### src/rtl/fetch_if.sv
// fetch_if: bundle of the fetch unit's memory, redirect and decoder ports.
//   master modport: fetch unit side (drives imem_req/imem_addr and the inst_* head).
//   slave modport : environment side (memory, branch unit, decoder).
//   imem_req/imem_addr/imem_ack/imem_rdata : req/ack instruction memory handshake
//   redirect_valid/redirect_base/redirect_off : branch redirect, target = base + (off << 2)
//   inst_valid/inst_ready/inst_pc/inst_data : {pc, instruction} toward the decoder
interface fetch_if #(
    parameter int XLEN = 32,
    parameter int IW   = 32
);
    logic            imem_req;
    logic [XLEN-1:0] imem_addr;
    logic            imem_ack;
    logic [IW-1:0]   imem_rdata;
    logic            redirect_valid;
    logic [XLEN-1:0] redirect_base;
    logic [XLEN-1:0] redirect_off;
    logic            inst_valid;
    logic            inst_ready;
    logic [XLEN-1:0] inst_pc;
    logic [IW-1:0]   inst_data;

    modport master (
        output imem_req, imem_addr,
        input  imem_ack, imem_rdata,
        input  redirect_valid, redirect_base, redirect_off,
        output inst_valid, inst_pc, inst_data,
        input  inst_ready
    );

    modport slave (
        input  imem_req, imem_addr,
        output imem_ack, imem_rdata,
        output redirect_valid, redirect_base, redirect_off,
        input  inst_valid, inst_pc, inst_data,
        output inst_ready
    );
endinterface

### src/rtl/fetch_unit.sv
// fetch_unit: instruction-fetch front end.
//   Owns the fetch PC, issues req/ack fetches to a variable-latency memory,
//   buffers up to DEPTH fetched words in a prefetch FIFO and presents the
//   oldest {pc, instruction} to the decoder over valid/ready. A branch
//   redirect flushes the FIFO and discards data of any in-flight request.
// Ports:
//   clk  : clock, rising edge
//   rst  : asynchronous active-high reset
//   bus  : fetch_if.master (memory handshake, redirect, decoder handoff)
module fetch_unit #(
    parameter int              XLEN     = 32,
    parameter int              IW       = 32,
    parameter int              DEPTH    = 4,
    parameter logic [XLEN-1:0] RESET_PC = 32'h0000_0100,
    parameter int              PC_STEP  = 4
) (
    input  logic     clk,
    input  logic     rst,
    fetch_if.master  bus
);
    localparam int AW = $clog2(DEPTH);
    localparam int CW = AW + 1;

    typedef enum logic [1:0] {
        ST_IDLE = 2'd0,
        ST_WAIT = 2'd1,
        ST_DROP = 2'd2
    } state_t;

    state_t          state_r, state_s;
    logic [XLEN-1:0] fetch_pc_r, fetch_pc_s;
    logic            req_r, req_s;
    logic [XLEN-1:0] addr_r, addr_s;

    logic [CW-1:0]   count_r, count_s;
    logic [AW-1:0]   head_r, tail_r;
    logic [XLEN-1:0] pc_mem_r   [DEPTH];
    logic [IW-1:0]   data_mem_r [DEPTH];

    logic            push_s, pop_s, has_space_s;
    logic [XLEN-1:0] target_s, pc_inc_s;

    assign target_s = bus.redirect_base + (bus.redirect_off << 2);
    assign pc_inc_s = fetch_pc_r + XLEN'(PC_STEP);

    // A redirect suppresses both the push of ack data and a same-cycle pop.
    assign push_s = (state_r == ST_WAIT) && bus.imem_ack && !bus.redirect_valid;
    assign pop_s  = (count_r != {CW{1'b0}}) && bus.inst_ready && !bus.redirect_valid;

    // Occupancy after this cycle's push/pop (or flush); gates new requests.
    always_comb begin
        count_s = count_r;
        if (bus.redirect_valid) begin
            count_s = {CW{1'b0}};
        end else begin
            count_s = count_r + CW'(push_s) - CW'(pop_s);
        end
    end

    assign has_space_s = (count_s != CW'(DEPTH));

    // Next-state, next PC and next request/address.
    always_comb begin
        state_s    = state_r;
        fetch_pc_s = fetch_pc_r;
        req_s      = req_r;
        addr_s     = addr_r;
        if (bus.redirect_valid) begin
            fetch_pc_s = target_s;
            case (state_r)
                ST_IDLE: begin
                    state_s = ST_IDLE;
                end
                ST_WAIT: begin
                    if (bus.imem_ack) begin
                        req_s   = 1'b0;
                        state_s = ST_IDLE;
                    end else begin
                        state_s = ST_DROP;
                    end
                end
                ST_DROP: begin
                    // The outstanding handshake may still complete here.
                    if (bus.imem_ack) begin
                        req_s   = 1'b0;
                        state_s = ST_IDLE;
                    end else begin
                        state_s = ST_DROP;
                    end
                end
                default: begin
                    req_s   = 1'b0;
                    state_s = ST_IDLE;
                end
            endcase
        end else begin
            case (state_r)
                ST_IDLE: begin
                    if (has_space_s) begin
                        req_s   = 1'b1;
                        addr_s  = fetch_pc_r;
                        state_s = ST_WAIT;
                    end else begin
                        state_s = ST_IDLE;
                    end
                end
                ST_WAIT: begin
                    if (bus.imem_ack) begin
                        fetch_pc_s = pc_inc_s;
                        if (has_space_s) begin
                            addr_s  = pc_inc_s;
                            state_s = ST_WAIT;
                        end else begin
                            req_s   = 1'b0;
                            state_s = ST_IDLE;
                        end
                    end else begin
                        state_s = ST_WAIT;
                    end
                end
                ST_DROP: begin
                    if (bus.imem_ack) begin
                        req_s   = 1'b0;
                        state_s = ST_IDLE;
                    end else begin
                        state_s = ST_DROP;
                    end
                end
                default: begin
                    req_s   = 1'b0;
                    state_s = ST_IDLE;
                end
            endcase
        end
    end

    // FSM, PC and memory request registers.
    always_ff @(posedge clk or posedge rst) begin
        if (rst) begin
            state_r    <= ST_IDLE;
            fetch_pc_r <= RESET_PC;
            req_r      <= 1'b0;
            addr_r     <= {XLEN{1'b0}};
        end else begin
            state_r    <= state_s;
            fetch_pc_r <= fetch_pc_s;
            req_r      <= req_s;
            addr_r     <= addr_s;
        end
    end

    // FIFO pointers and occupancy; a redirect empties the FIFO.
    always_ff @(posedge clk or posedge rst) begin
        if (rst) begin
            head_r  <= {AW{1'b0}};
            tail_r  <= {AW{1'b0}};
            count_r <= {CW{1'b0}};
        end else if (bus.redirect_valid) begin
            head_r  <= {AW{1'b0}};
            tail_r  <= {AW{1'b0}};
            count_r <= {CW{1'b0}};
        end else begin
            if (push_s) begin
                tail_r <= tail_r + 1'b1;
            end
            if (pop_s) begin
                head_r <= head_r + 1'b1;
            end
            count_r <= count_s;
        end
    end

    // FIFO storage; the pushed PC is the address of the acknowledged request.
    always_ff @(posedge clk) begin
        if (push_s) begin
            pc_mem_r[tail_r]   <= addr_r;
            data_mem_r[tail_r] <= bus.imem_rdata;
        end
    end

    assign bus.imem_req   = req_r;
    assign bus.imem_addr  = addr_r;
    assign bus.inst_valid = (count_r != {CW{1'b0}});
    assign bus.inst_pc    = bus.inst_valid ? pc_mem_r[head_r]   : {XLEN{1'b0}};
    assign bus.inst_data  = bus.inst_valid ? data_mem_r[head_r] : {IW{1'b0}};
endmodule

### src/flat_wrapper.sv
// flat-port wrapper written by rule: the top's interface ports become plain ports
module fetch_unit_flat 
#(
    parameter int              XLEN     = 32,
    parameter int              IW       = 32,
    parameter int              DEPTH    = 4,
    parameter logic [XLEN-1:0] RESET_PC = 32'h0000_0100,
    parameter int              PC_STEP  = 4
)
  (clk, rst, bus_imem_req, bus_imem_addr, bus_imem_ack, bus_imem_rdata, bus_redirect_valid, bus_redirect_base, bus_redirect_off, bus_inst_valid, bus_inst_pc, bus_inst_data, bus_inst_ready);
  fetch_if #(.XLEN(XLEN), .IW(IW)) bus_i ();
  input  logic clk;
  input  logic rst;
  output wire logic [$bits(bus_i.imem_req)-1:0] bus_imem_req;
  output wire logic [$bits(bus_i.imem_addr)-1:0] bus_imem_addr;
  input wire logic [$bits(bus_i.imem_ack)-1:0] bus_imem_ack;
  input wire logic [$bits(bus_i.imem_rdata)-1:0] bus_imem_rdata;
  input wire logic [$bits(bus_i.redirect_valid)-1:0] bus_redirect_valid;
  input wire logic [$bits(bus_i.redirect_base)-1:0] bus_redirect_base;
  input wire logic [$bits(bus_i.redirect_off)-1:0] bus_redirect_off;
  output wire logic [$bits(bus_i.inst_valid)-1:0] bus_inst_valid;
  output wire logic [$bits(bus_i.inst_pc)-1:0] bus_inst_pc;
  output wire logic [$bits(bus_i.inst_data)-1:0] bus_inst_data;
  input wire logic [$bits(bus_i.inst_ready)-1:0] bus_inst_ready;
  assign bus_imem_req = bus_i.imem_req;
  assign bus_imem_addr = bus_i.imem_addr;
  assign bus_i.imem_ack = bus_imem_ack;
  assign bus_i.imem_rdata = bus_imem_rdata;
  assign bus_i.redirect_valid = bus_redirect_valid;
  assign bus_i.redirect_base = bus_redirect_base;
  assign bus_i.redirect_off = bus_redirect_off;
  assign bus_inst_valid = bus_i.inst_valid;
  assign bus_inst_pc = bus_i.inst_pc;
  assign bus_inst_data = bus_i.inst_data;
  assign bus_i.inst_ready = bus_inst_ready;
  fetch_unit #(.XLEN(XLEN), .IW(IW), .DEPTH(DEPTH), .RESET_PC(RESET_PC), .PC_STEP(PC_STEP)) u_core (.clk(clk), .rst(rst), .bus(bus_i));
endmodule
### config.mk
export PLATFORM = sky130hd
export DESIGN_NAME = fetch_unit_flat
export DESIGN_NICKNAME = d
export VERILOG_FILES = /design/src/rtl/fetch_if.sv /design/src/rtl/fetch_unit.sv /design/src/flat_wrapper.sv
export SDC_FILE = /design/constraint.sdc
export NUM_CORES = 1
export LEC_CHECK = 0
export ABC_AREA = 1
export CAP_MARGIN = 40
export CELL_PAD_IN_SITES_DETAIL_PLACEMENT = 1
export CELL_PAD_IN_SITES_GLOBAL_PLACEMENT = 2
export CORE_MARGIN = 3
export CORE_UTILIZATION = 36
export CTS_BUF_LIST = sky130_fd_sc_hd__clkbuf_8
export DETAILED_ROUTE_END_ITERATION = 7
export GPL_TIMING_DRIVEN = 0
export PLACE_DENSITY_LB_ADDON = 0.1
export RECOVER_POWER = 25
export SLEW_MARGIN = 5
export SYNTH_ARGS = -nofsm -noshare
export SYNTH_HDL_FRONTEND = slang
export SYNTH_SLANG_ARGS = --single-unit
### constraint.sdc
create_clock -name clk -period 5.4 [get_ports clk]
set_clock_uncertainty 0.15 [all_clocks]
set_input_delay 1.08 -clock clk [delete_from_list [all_inputs] [get_ports clk]]
set_output_delay 1.08 -clock clk [all_outputs]
set_load 0.05 [all_outputs]
---- Word-level counts from Yosys, hierarchy flattened ----
Memories as Yosys holds them, arrays and structs flattened.
Cells that the tools add are included.
word-level totals
  register bits ........................... 74
  bits in latches ......................... 0
  memory bits (writable) .................. 256
  memory bits (read-only) ................. 0
  input port bits ......................... 101
  output and inout bits ................... 98
  logic and storage cells ................. 71
  memories ................................ 2
cells by class
  $add $sub $neg .......................... 6
  $mul .................................... 0
  divide/modulo/power cells ............... 0
  magnitude comparators ................... 0
  eq/ne operators ......................... 9
  shift-type cells ........................ 0
  mux-type cells .......................... 30
  bitwise logic cells ..................... 1
  reductions and logical operators ........ 16
memory list
  memory             depth  width  rd ports  clocked after memory_dff  wr ports  RTL line          RTL
  u_core.data_mem_r  4      32     1         0                         1         fetch_unit.sv:38  logic [IW-1:0] data_mem_r [DEPTH];
  u_core.pc_mem_r    4      32     1         0                         1         fetch_unit.sv:37  logic [XLEN-1:0] pc_mem_r [DEPTH];
operator list
  kind                                                    count
  two-way mux 32 bit                                      8
  case mux 32 bit (2 select lines)                        1
  adder 32 x 3 -> 32 bit (second input constant)          1
  adder 32 bit                                            1
  two-way mux 2 bit                                       7
  nonzero test 2 bit                                      5
  two-way mux 1 bit                                       9
  inequality test 3 bit (second input constant)           3
  two-way mux 3 bit                                       2
  case mux 2 bit (3 select lines)                         1
  AND reduction 5 bit                                     1
  adder 2 x 1 -> 2 bit (second input constant)            2
  logical AND 1 bit                                       4
  inequality test 2 x 1 -> 1 bit (second input constant)  2
  inequality test 2 bit (second input constant)           2
  AND reduction 4 bit                                     1
  adder 3 x 1 -> 3 bit                                    1
  case mux 1 bit (3 select lines)                         1
  nonzero test 3 bit                                      1
  subtractor 3 x 1 -> 3 bit                               1
  equality test 2 x 1 -> 1 bit (second input constant)    1
  equality test 2 bit (second input constant)             1
  zero test 2 bit                                         1
  case mux 1 bit (2 select lines)                         1
  other kinds (4)                                         4

---- Depth between registers and ports, before layout ----
  depth in word-level cells ............... 11
  gate-level depth with buffers ........... 20
  mapped depth without buffers ............ 20

---- Worst setup path before layout ----
Ideal clock, no wire load.
  path kind ............................... input to register
  start ................................... input bus_redirect_valid
  end ..................................... memory u_core.data_mem_r[0][0] (enable)
  setup time .............................. 0.486 ns
  arrival ................................. 4.489 ns
  data required time ...................... 4.764 ns
  slack ................................... 0.275 ns
  stages on the path ...................... 5
  path buffers ............................ 2
  cell sequence ........................... buf_2 nor2_2 inv_1 buf_2 nor2_1
on the way
  longest elaborated chain between the ends .. 4
RTL lines
  item                                     RTL line            RTL
  start: declaration                       flat_wrapper.sv:18  input wire logic [$bits(bus_i.redirect_valid)-1:0] bus_redirect_valid;
  zero test 1 bit                          fetch_unit.sv:47    assign push_s = (state_r == ST_WAIT) && bus.imem_ack && !bus.redirect_valid;
  logical AND 1 bit                        fetch_unit.sv:47
  two-way mux 1 bit                        fetch_unit.sv:175   if (push_s) begin
  two-way mux 1 bit (implied by the code)  fetch_unit.sv:177   data_mem_r[tail_r] <= bus.imem_rdata;
  end: declaration                         fetch_unit.sv:38
Every way passes these cells.

---- Final worst setup path ----
  start ................................... register u_core.head_r[0]
  end ..................................... output bus_inst_pc[10]
on the way
  longest elaborated chain between the ends .. 2
RTL lines
  item                      RTL line            RTL
  start: declaration        fetch_unit.sv:36    logic [AW-1:0] head_r, tail_r;
  start signal: assignment  fetch_unit.sv:155   head_r <= {AW{1'b0}};
  start signal: assignment  fetch_unit.sv:159   head_r <= {AW{1'b0}};
  start signal: assignment  fetch_unit.sv:167   head_r <= head_r + 1'b1;
  memory (4 x 32 bit)       --
  two-way mux 32 bit        fetch_unit.sv:184   assign bus.inst_pc = bus.inst_valid ? pc_mem_r[head_r] : {XLEN{1'b0}};
  end: declaration          flat_wrapper.sv:22  output wire logic [$bits(bus_i.inst_pc)-1:0] bus_inst_pc;
Every way passes these cells.

==> impl_metrics.py <==
metrics = {
    "detailed_routing": {
        "drcViolationCount": 0,
        "post_drt_wl_per_cell_um": 18.9,
        "num_vias": 13478,
        "ant_nets": 0,
        "first_pass_iters": 5,
        "drt_iter0_drc": 601,
        "via_per_inst": 4.98,
        "wirelength_um": 51300,
    },
    "outcome": {
        "status": "finished, final reports clean",
    },
    "layout": {
        "final_area_mm2": 0.0203,
        "fillers": 5215,
        "multi_input_area_mm2": 0.00593,
        "fin_nets": 2218,
        "seq_area_mm2": 0.00954,
        "syn_to_final_growth_pct": 23.7,
        "drive_above_1_share": 0.0696,
    },
    "yosys": {
        "ys_warn_count": 0,
        "synth_xor_area_frac": 0.00800,
        "ys_seq_area_frac": 0.581,
        "synth_edf_count": 256,
        "synthArstFlopShare": 0.224,
        "synth_seq_cells": 330,
        "synth_compound_area_frac": 0.107,
        "synth.distinct_cells": 42,
        "ys.flop_type": "edfxtp_1",
        "synthAdderAreaFrac": 0.0329,
        "synthMuxAreaShare": 0,
        "synth_area_mm2": 0.0164,
        "synth.avg_cell_area_um2": 9.03,
        "netlist_instances": 1817,
        "synth-simple-area-share": 0.212,
        "synthesis.nets": 1960,
        "synth_top_family_by_area": "simple AND/OR/NAND/NOR gates",
    },
    "timing": {
        "setup_viol": 0,
        "whs_ns": 0.381,
        "period_share": 0.835,
        "setup_tns_ns": 0,
        "finalHoldViolCount": 0,
        "max_freq_mhz": 222,
        "fin_ws_ns": 0.891,
        "grt_setup_unrepaired": "false",
        "worstMarginPinSlew_ns": 0.739,
        "maxSlewHeadroom": 0.507,
        "finalMaxSlewViolations": 0,
        "period_needed_ns": 4.51,
    },
    "clocking": {
        "clkSinkCount": 330,
        "clock_latency_ns": 0.59,
        "cts_hold_repair.buffers": 0,
        "clk_pin_slew_ns": 0.07,
        "cts_root_buf": "clkbuf_8",
        "cts_tree": "yes",
        "post_cts_resized": 0,
        "cts.path.max_buffers": 3,
        "post_cts_buffers": 0,
        "cts-buffers-inserted": 50,
        "htreeDepth": 2,
    },
    "pwr": {
        "combPwrFrac": 0.450,
        "intPower_mw": 5.47,
        "p_leak_nw": 8.22,
        "pwr-share-clk": 0.197,
        "ir_drop_mv": 0.273,
        "power.density_mw_per_mm2": 488,
        "switching_share": 0.449,
        "pwr-share-seq": 0.353,
        "p_sw_mw": 4.45,
    },
    "worst_setup_path": {
        "worstPathArrival_ns": 3.28,
        "worstRegToRegCells": 17,
        "path_class": "flop to output port",
        "required_ns": 4.17,
        "end_kind": "output port",
        "startpoint_type": "flop",
        "critPathMaxFanout": 10,
    },
    "placed_design": {
        "dpl-instance-area_mm2": 0.0194,
        "place_ws_ns": 0.700,
        "place.gp.congestion": 0.853,
        "io_buffers": 195,
        "dp_hpwl_um": 38700,
    },
    "floorplan": {
        "die_area_mm2": 0.0482,
        "io_pins": 199,
        "num_rows": 77,
        "start_util": 0.368,
        "design.core.area_mm2": 0.0446,
        "die_y_um": 220,
        "die_w_um": 220,
    },
    "worst_hold_path": {
        "holdPathStages": 2,
        "min_path_type": "flop to flop",
    },
    "global_routing": {
        "grt_pass1_vias": 14181,
        "grt_use_total": 0.213,
        "grt_pass1_wl_um": 79300,
        "overflow": 0,
        "antenna_found_initial": 0,
        "grt_max_degree": 65,
    },
    "job": {
        "max_cap_viol_count": 0,
    },
}
## routing by layer
layer / global-route usage / wire, um
met3: 0.0221 / 1920
met5: 0 / 0
met1: 0.259 / 21200
met2: 0.398 / 27100
met4: 0.0575 / 1100
## power by group through the flow
stage	combinational (mW)	clock [mW]	sequential [mW]
floorplan	2.45	0	3.83
global placement	4.43	0	3.54
detailed placement	4.52	0	3.55
CTS	4.54	2.01	3.50
global route	4.83	2.11	3.55
finish	4.46	1.95	3.50
## kinds of logic (layout without fill, tap and decap cells)
logic type | Yosys count | after routing
fa+ha+maj | 42 | 42
buf+inv | 244 | 539
xor+xnor | 15 | 15
flops | 330 | 330
simple gates | 854 | 854
compound gates | 332 | 332
other cells | 0 | 1
## worst max-delay path, stage by stage, from the launching register on
cell and delay, ns:
dfrtp_1 0.37, clkbuf_1 0.50, buf_2 0.36, nor2_1 0.10, nor2_1 0.13, o21ai_0 0.15
a21oi_1 0.24, clkdlybuf4s50_1 0.84
## layout make-up
cell class / count / area share
buffer: 72 / 0.0160
timing repair buffer: 206 / 0.107
antenna: 1 / 0.000123
inverter: 172 / 0.0319
sequential: 330 / 0.470
multi-input combinational: 1243 / 0.292
clock inverter: 36 / 0.00992
tap: 592 / 0.0365
clock buffer: 53 / 0.0359
## cell usage in the layout (no fill, tap or decap), types with 3 or more instances in the layout
| cell type | n |
|---|---|
| ha_1 | 40 |
| clkdlybuf4s50_1 | 180 |
| o21ai_1 | 19 |
| buf_1 | 10 |
| xor2_1 | 12 |
| inv_2 | 9 |
| buf_12 | 8 |
| xnor2_1 | 3 |
| dlygate4sd3_1 | 15 |
| nor2_4 | 7 |
| edfxtp_1 | 256 |
| nor3_1 | 10 |
| nand3_1 | 74 |
| nand2_1 | 383 |
| nand4_1 | 7 |
| or2_2 | 3 |
| clkinv_1 | 8 |
| nand3b_1 | 6 |
| buf_2 | 28 |
| o21ai_0 | 179 |
| o221ai_1 | 7 |
| a22oi_1 | 9 |
| o21bai_1 | 4 |
| nor2_2 | 7 |
| nor3_2 | 7 |
| nand2_2 | 5 |
| buf_4 | 3 |
| a21oi_1 | 103 |
| inv_1 | 183 |
| o211ai_1 | 5 |
| clkbuf_8 | 53 |
| nor2_1 | 341 |
| clkbuf_1 | 30 |
| dfrtp_1 | 73 |
## per-stage QoR
step / instances / utilization / total power, mW
4_1_cts: 2704 / 0.455 / 10.1
5_1_grt: 2704 / 0.455 / 10.5
6_report: 2705 / 0.455 / 9.91
3_3_place_gp: 2604 / 0.428 / 7.97
3_5_place_dp: 2615 / 0.434 / 8.08
2_1_floorplan: 1817 / - / 6.28
## flip-flops by register name (all words and copies together) (netlist names), 2 cells and up
name                  flops
u_core.data_mem_r       128
u_core.pc_mem_r         128
u_core.bus.imem_addr     32
u_core.fetch_pc_r        32
u_core.count_r            3
u_core.head_r             2
u_core.state_r            2
u_core.tail_r             2
## Yosys cell counts, types with 2 or more instances
master	count	area [um2]
a21o_1	2	15.0
a21oi_1	103	515
a22oi_1	9	67.6
buf_1	10	37.5
buf_2	28	140
buf_4	3	22.5
clkbuf_1	30	113
dfrtp_1	73	1830
edfxtp_1	256	7690
fa_1	2	40.0
ha_1	40	500
inv_1	162	608
inv_2	9	33.8
nand2_1	383	1440
nand2_2	5	31.3
nand3_1	74	370
nand3b_1	6	45.0
nand4_1	7	43.8
nor2_1	345	1290
nor2_2	7	43.8
nor2_4	3	33.8
nor3_1	10	50.1
nor3_2	7	70.1
o211ai_1	5	37.5
o21ai_0	179	896
o21ai_1	19	95.1
o21bai_1	4	30.0
o221ai_1	7	61.3
or2_2	3	18.8
xnor2_1	3	26.3
xor2_1	12	105
## final timing paths
path	endpoint	start	slack, ns
max	bus_inst_pc[10]	u_core.head_r[0]	0.89
min	u_core.fetch_pc_r[1]	u_core.fetch_pc_r[1]	0.38
min in group asynchronous	u_core.fetch_pc_r[1]	rst	0.85
max reg2reg	u_core.bus.imem_addr[22]	u_core.state_r[1]	1.66
max in group asynchronous	u_core.fetch_pc_r[8]	rst	3.51
min reg2reg	u_core.fetch_pc_r[1]	u_core.fetch_pc_r[1]	0.38
No activity file was read; power rests on OpenSTA's default activity.
